<file path="src/rtl/rf68000_node_nic.sv">
// Ring NIC for one rf68000 node: takes requests for this node off the ring and runs them on
// the nic_* Wishbone port, then injects the response. Optional timeout: RF68000_NIC_TIMEOUT_EN.
module rf68000_node_nic #(
    parameter logic [7:0] TMO = 8'd255
) (
    input  logic        clk_i,
    input  logic        rst_i,
    input  logic [3:0]  id,
    input  logic [79:0] rx_i,
    output logic [79:0] tx_o,
    output logic        nic_cyc,
    output logic        nic_stb,
    output logic        nic_we,
    output logic [3:0]  nic_sel,
    output logic [31:0] nic_adr,
    output logic [31:0] nic_dato,
    input  logic        nic_ack,
    input  logic [31:0] nic_dati,
    output logic        rsp_v,
    output logic [79:0] rsp_o
);

    typedef enum logic [1:0] {ST_IDLE, ST_BUS, ST_SEND} state_t;

    localparam logic [2:0] T_NOP   = 3'd0;
    localparam logic [2:0] T_READ  = 3'd1;
    localparam logic [2:0] T_WRITE = 3'd2;
    localparam logic [2:0] T_RDACK = 3'd3;
    localparam logic [2:0] T_WRACK = 3'd4;
    localparam logic [2:0] T_ERR   = 3'd5;

    state_t      state_q, state_d;
    logic [79:0] tx_q, tx_d;
    logic        cyc_q, cyc_d;
    logic        we_q, we_d;
    logic [3:0]  sel_q, sel_d;
    logic [31:0] adr_q, adr_d;
    logic [31:0] dato_q, dato_d;
    logic [3:0]  sid_q, sid_d;
    logic [79:0] resp_q, resp_d;
    logic        rsp_v_q, rsp_v_d;
    logic [79:0] rsp_o_q, rsp_o_d;

    logic [2:0]  rx_type;
    logic        rx_vld, rx_mine, rx_req, rx_rsp, accept, slot_free, tmo_hit;

    assign rx_type   = rx_i[78:76];
    assign rx_vld    = rx_i[79] && (rx_type != T_NOP);
    assign rx_mine   = rx_vld && (rx_i[75:72] == id);
    assign rx_req    = rx_mine && ((rx_type == T_READ) || (rx_type == T_WRITE));
    assign rx_rsp    = rx_mine && ((rx_type == T_RDACK) || (rx_type == T_WRACK) || (rx_type == T_ERR));
    assign accept    = rx_req && (state_q == ST_IDLE);
    // A local response leaves its slot empty, so our response may reuse it.
    assign slot_free = !rx_vld || rx_rsp;

`ifdef RF68000_NIC_TIMEOUT_EN
    logic [7:0] cnt_q, cnt_d;

    assign tmo_hit = (state_q == ST_BUS) && !nic_ack && (cnt_q == TMO);

    always_comb begin
        cnt_d = cnt_q;
        if (accept)
            cnt_d = 8'd0;
        else if ((state_q == ST_BUS) && !nic_ack && !tmo_hit)
            cnt_d = cnt_q + 8'd1;
    end

    always_ff @(posedge clk_i or posedge rst_i) begin
        if (rst_i)
            cnt_q <= 8'd0;
        else
            cnt_q <= cnt_d;
    end
`else
    logic [7:0] tmo_unused;
    assign tmo_unused = TMO;
    assign tmo_hit    = 1'b0;
`endif

    always_ff @(posedge clk_i or posedge rst_i) begin
        if (rst_i)
            state_q <= ST_IDLE;
        else
            state_q <= state_d;
    end

    always_comb begin
        state_d = state_q;
        case (state_q)
            ST_IDLE: if (accept)             state_d = ST_BUS;
            ST_BUS:  if (nic_ack || tmo_hit) state_d = ST_SEND;
            ST_SEND: if (slot_free)          state_d = ST_IDLE;
            default:                         state_d = ST_IDLE;
        endcase
    end

    always_comb begin
        tx_d    = '0;
        cyc_d   = cyc_q;
        we_d    = we_q;
        sel_d   = sel_q;
        adr_d   = adr_q;
        dato_d  = dato_q;
        sid_d   = sid_q;
        resp_d  = resp_q;
        rsp_v_d = rx_rsp;
        rsp_o_d = rx_rsp ? rx_i : '0;

        // Foreign traffic and requests we are too busy to serve go round again.
        if (rx_vld && !rx_mine)
            tx_d = rx_i;
        else if (rx_req && !accept)
            tx_d = rx_i;

        if ((state_q == ST_SEND) && slot_free)
            tx_d = resp_q;

        if (accept) begin
            cyc_d  = 1'b1;
            we_d   = (rx_type == T_WRITE);
            sel_d  = rx_i[67:64];
            adr_d  = rx_i[63:32];
            dato_d = rx_i[31:0];
            sid_d  = rx_i[71:68];
        end

        if (state_q == ST_BUS) begin
            if (nic_ack) begin
                cyc_d  = 1'b0;
                resp_d = {1'b1, (we_q ? T_WRACK : T_RDACK), sid_q, id, sel_q, adr_q,
                          (we_q ? dato_q : nic_dati)};
            end else if (tmo_hit) begin
                cyc_d  = 1'b0;
                resp_d = {1'b1, T_ERR, sid_q, id, sel_q, adr_q, 32'hFFFF_FFFF};
            end
        end
    end

    always_ff @(posedge clk_i or posedge rst_i) begin
        if (rst_i) begin
            tx_q    <= '0;
            cyc_q   <= 1'b0;
            we_q    <= 1'b0;
            sel_q   <= '0;
            adr_q   <= '0;
            dato_q  <= '0;
            sid_q   <= '0;
            resp_q  <= '0;
            rsp_v_q <= 1'b0;
            rsp_o_q <= '0;
        end else begin
            tx_q    <= tx_d;
            cyc_q   <= cyc_d;
            we_q    <= we_d;
            sel_q   <= sel_d;
            adr_q   <= adr_d;
            dato_q  <= dato_d;
            sid_q   <= sid_d;
            resp_q  <= resp_d;
            rsp_v_q <= rsp_v_d;
            rsp_o_q <= rsp_o_d;
        end
    end

    assign tx_o     = tx_q;
    assign nic_cyc  = cyc_q;
    assign nic_stb  = cyc_q;
    assign nic_we   = we_q;
    assign nic_sel  = sel_q;
    assign nic_adr  = adr_q;
    assign nic_dato = dato_q;
    assign rsp_v    = rsp_v_q;
    assign rsp_o    = rsp_o_q;

endmodule

</file>
<file path="config.mk">
export PLATFORM = sky130hd
export DESIGN_NAME = rf68000_node_nic
export DESIGN_NICKNAME = d
export VERILOG_FILES = /design/src/rtl/rf68000_node_nic.sv
export SDC_FILE = /design/constraint.sdc
export NUM_CORES = 1
export LEC_CHECK = 0
export BUFFER_PORTS_ARGS = -buffer_cell sky130_fd_sc_hd__buf_2
export CAP_MARGIN = 20
export CORE_MARGIN = 2
export CORE_UTILIZATION = 51
export DETAILED_ROUTE_END_ITERATION = 8
export PLACE_DENSITY_LB_ADDON = 0.08
export SLEW_MARGIN = 20
export SYNTH_ARGS = -nofsm -noshare
export SYNTH_HDL_FRONTEND = slang
export SYNTH_SLANG_ARGS = --single-unit
</file>
<file path="constraint.sdc">
create_clock -name clk_i -period 10.9 [get_ports clk_i]
set_clock_uncertainty 0.1 [all_clocks]
set_input_delay 1.09 -clock clk_i [delete_from_list [all_inputs] [get_ports clk_i]]
set_output_delay 1.09 -clock clk_i [all_outputs]
set_load 0.1 [all_outputs]
</file>
Word level (Yosys, flattened, before mapping):

Cells that the tools add are included.

* flip-flop bits (word level): 317
* input bits: 119
* word-level logic and storage cells: 54

* equal/unequal tests: 11
* multiplexer cells: 13
* reduce and logical (&&, ||, !) cells: 19

Operator list (number)
* $mux W80: 4
* $mux W32: 1
* $logic_and A1 B1 Y1: 8
* $eq A3 B2 Y1 const B: 2
* $eq A3 B3 Y1 const B: 2
* $mux W2: 3
* $ne A2 B2 Y1 const B: 3
* $pmux W2 S3: 1
* $eq A4 B4 Y1: 1
* $logic_or A1 B1 Y1: 4
* $eq A3 B1 Y1 const B: 1
* $logic_not A1 Y1: 3
* $mux W1: 3
* $mux W3: 1
* $reduce_and A3 Y1: 1
* $reduce_bool A3 Y1: 1
* $eq A2 B1 Y1 const B: 1
* $eq A2 B2 Y1 const B: 1
* $logic_not A2 Y1: 1
* $reduce_and A2 Y1: 1

Longest topological paths before layout:

* depth in word-level cells: 10
* mapped depth: 6
* gate-level depth less buffers: 4

Worst setup path before layout:

Ideal clock, no wire load.

* kind: input -> register
* start: input id[1]
* end: register adr_q[30] (netlist: nic_adr[30])
* library setup time: 0.128 ns
* arrival time: 2.401 ns
* required time: 10.672 ns
* path slack: 8.271 ns
* stages on the path: 6
* buffers on the path: 2
* path through: xor2_1 > nor4_4 > nand4_1 > buf_4 > buf_6 > mux2_1

* word-level cells in the longest chain between the ends: 4

Ends and longest elaborated chain
* from (decl): RTL line 8 `input logic [3:0] id,`
* $eq A4 B4 Y1: RTL line 49 `assign rx_mine = rx_vld && (rx_i[75:72] == id);`
* $logic_and A1 B1 Y1: RTL line 49
* $logic_and A1 B1 Y1: RTL line 50 `assign rx_req = rx_mine && ((rx_type == T_READ) || (rx_type == T_WRITE));`
* $logic_and A1 B1 Y1: RTL line 52 `assign accept = rx_req && (state_q == ST_IDLE);`
* to (signal assigned): RTL line 157 `adr_q <= adr_d;`
* to (decl): RTL line 37 `logic [31:0] adr_q, adr_d;`

Every way passes these cells.
A chain may end at the register's enable or synchronous reset.

Worst setup path in the final report:

Same ends and word-level chain as after synthesis.

==> flow_summary.yaml <==
run_status:
  outcome: "finished clean"
min_path:
  worstHoldPathType: "reg2reg"
detailed_routing:
  drt-initial-drc-count: 302
  finalWirelength_um: 28700
  drc: 0
  vias_per_cell: 5.32
  drtPass1Iterations: 4
  via_count: 7623
  wl_per_cell_um: 20.0
  ant_nets: 0
clock_network:
  cts_resized: 0
  clk_pin_slew_worst_paths_ps: 60
  cts.sinks: 316
  cts_root_buf: "clkbuf_16"
  cts_buffers: 35
  cts_tree: "yes"
  clock_path_buffers: 3
  ctsHtreeMaxLevel: 2
  post_cts_buffers: 0
  hold_buffers: 0
  clk_latency_ps: 500
logic_synthesis:
  synthFlopType: "dfrtp_1"
  synth_xor_xnor_area_share: 0.00379
  ys_warn_count: 0
  synth-compound-area-share: 0.0806
  muxShareOfSynthArea: 0.143
  synth_top_family_by_area: "multiplexers"
  synth_edf_count: 0
  syn_nets: 899
  synth_area_um2: 11500
  yosysSeqAreaShare: 0.685
  yosys.area_share.adder: 0
  synth.avg_cell_area_um2: 14.8
  synth_simple_gate_area_share: 0.0613
  syn-instance-count: 780
  synth_seq_cells: 316
  async_reset_ff_frac: 1.00
  synth_cell_types: 33
critical_path:
  cpLargestDelayFamily: "buffers and inverters"
  cp_cell_sequence: "buf_2 -> xor2_1 -> nor4_4 -> buf_4 -> nand4_1 -> buf_4 -> buf_4 -> mux2_1"
  start_kind: "primary input"
  worst-path-buf-inv: 4
  slowest_delay_ps: 680
  endpoint_kind: "flip-flop"
  cpMostUsedCell: "buf_4"
  cp.arrival_ps: 3680
  crit_path_top_delay_cell: "buf_4"
  worstPathRequired_ps: 11180
  crit_path_max_fanout: 85
  critPathKind: "in2reg"
power_and_ir_drop:
  worst_ir_drop_vdd_uv: 138
  power.density_nw_per_um2: 231
  power.leakage_nw: 8.24
placed_design:
  port-buffer-count: 350
  place_ws_ps: 6980
  place.gp.congestion: 0.766
  placed_area_um2: 13500
  hpwl_um: 18300
floorplanning:
  start_util: 0.515
  pin_count: 351
  row_count: 55
  die-area_um2: 23900
  die_w_um: 154
  chipHeight_um: 154
  core-area_um2: 22400
sta:
  relSlewSlack: 0.283
  whs_ps: 373
  fin_setup_tns_ps: 0
  worst_slew_pin_slew_ps: 1070
  fin_ws_ps: 7500
  hold_violations: 0
  max_freq_mhz: 294
  final_max_slew_viol_count: 0
  rsz0062_at_grt: "no"
  min_period_ps: 3400
  setup_viol: 0
  min_period_over_period: 0.312
global_routing:
  grt_first_pass_wirelength_um: 44700
  busiest_layer: "met2"
  track_usage: 0.240
  antenna_found_initial: 9
  met3_usage: 0.0720
  grt_overflow: 0
  grtUsageMet2: 0.378
  grt_max_degree: 138
  grt_pass1_vias: 7768
  met1_usage: 0.319
cells_and_area:
  final_area_um2: 14600
  regArea_um2: 7910
  final_nets: 1237
  final_util: 0.651
  area_growth_pct: 26.4
  final_layout_size_suffix_gt1_frac: 0.464
  multiInputGateArea_um2: 3370
  nFillCells: 1720
flow_run:
  drv_cap: 0
## cells in the final DEF, fill, tap and decap left out, types with 5 or more instances in the layout
cell       instances
buf_2            350
dfrtp_1          315
mux2_2           113
and3_1            79
a22o_1            76
clkbuf_16         37
nand2_1           34
o21ai_0           33
mux2i_1           32
clkbuf_1          10
buf_4             10
diode_2            7
clkbuf_8           7
mux2_1             5
## kinds of logic (layout without fill, tap and decap cells)
logic type,Yosys count,in the layout
and+or+nand+nor,125,125
AOI/OAI and AO/OA,121,121
DFF,316,316
other,0,7
buffers and inverters,63,423
xor gates and xnor gates,5,5
muxes,150,150
## metal layers
layer	up-vias	wire length (um)
met5	-	22
met4	4	903
met3	60	2380
met2	272	13400
met1	3822	12000
li1	3465	-
## path summary, 6_finish.rpt
path,from,endpoint,slack (ps),depth (start not counted)
max in group asynchronous,rst_i,resp_q[28]$_DFFE_PP0P_,8460,3
min in group asynchronous,rst_i,rsp_o[79]$_DFF_PP0_,680,2
setup / recovery,id[1],nic_adr[30]$_DFFE_PP0P_,7500,8
hold reg to reg,resp_q[79]$_DFFE_PP0P_,resp_q[79]$_DFFE_PP0P_,370,1
setup reg to reg,state_q[0]$_DFFE_PP0P_,nic_adr[23]$_DFFE_PP0P_,8510,5
hold / removal,resp_q[79]$_DFFE_PP0P_,resp_q[79]$_DFFE_PP0P_,370,1
## state kept, by name, indices dropped and copies added (netlist names)
signal,count
nic_cyc,1
tx_o,80
nic_dato,32
state_q,2
rsp_v,1
sid_q,4
nic_we,1
nic_sel,4
rsp_o,80
resp_q,79
nic_adr,32
## through the flow
step | std cells | total power [mW]
6_report | 1432 | 3.37
5_1_grt | 1430 | 3.50
4_1_cts | 1425 | 3.41
3_5_place_dp | 1366 | 2.29
3_3_place_gp | 1366 | 2.28
2_1_floorplan | 780 | 2.11
## cell usage after synthesis (all sizes together), types with 2 or more instances
library cell	count	area, um2
and3	79	494
nand2b	2	12.5
a22o	76	666
xor2	4	35.0
and2	2	12.5
mux2	118	1330
buf	29	181
a32o	4	40.0
nor2	2	7.51
o21ai	33	165
mux2i	32	320
clkbuf	30	113
inv	4	15.0
nand2	34	128
o31ai	2	15.0
dfrtp	316	7910
a21oi	2	13.8
## cell type report
| class | instances | share of cell area |
|---|---|---|
| multi-input cells | 401 | 0.231 |
| well taps | 285 | 0.0244 |
| clock inverters | 5 | 0.00214 |
| diodes | 7 | 0.00120 |
| repair buffers | 360 | 0.125 |
| inverters | 4 | 0.00154 |
| flip-flops and latches | 316 | 0.542 |
| clock buffers | 54 | 0.0726 |
## power breakdown
part,internal [mW],switching (mW)
Sequential,1.30,0.0730
Combinational,0.157,0.731
Clock,0.667,0.443
## worst reg2reg max path, stage by stage (launching register included)
cell	delay, ps
dfrtp_1	450
nor2_1	90
nand4_1	90
buf_4	480
buf_4	610
mux2_2	450
No activity file was read; power rests on OpenSTA's default activity.
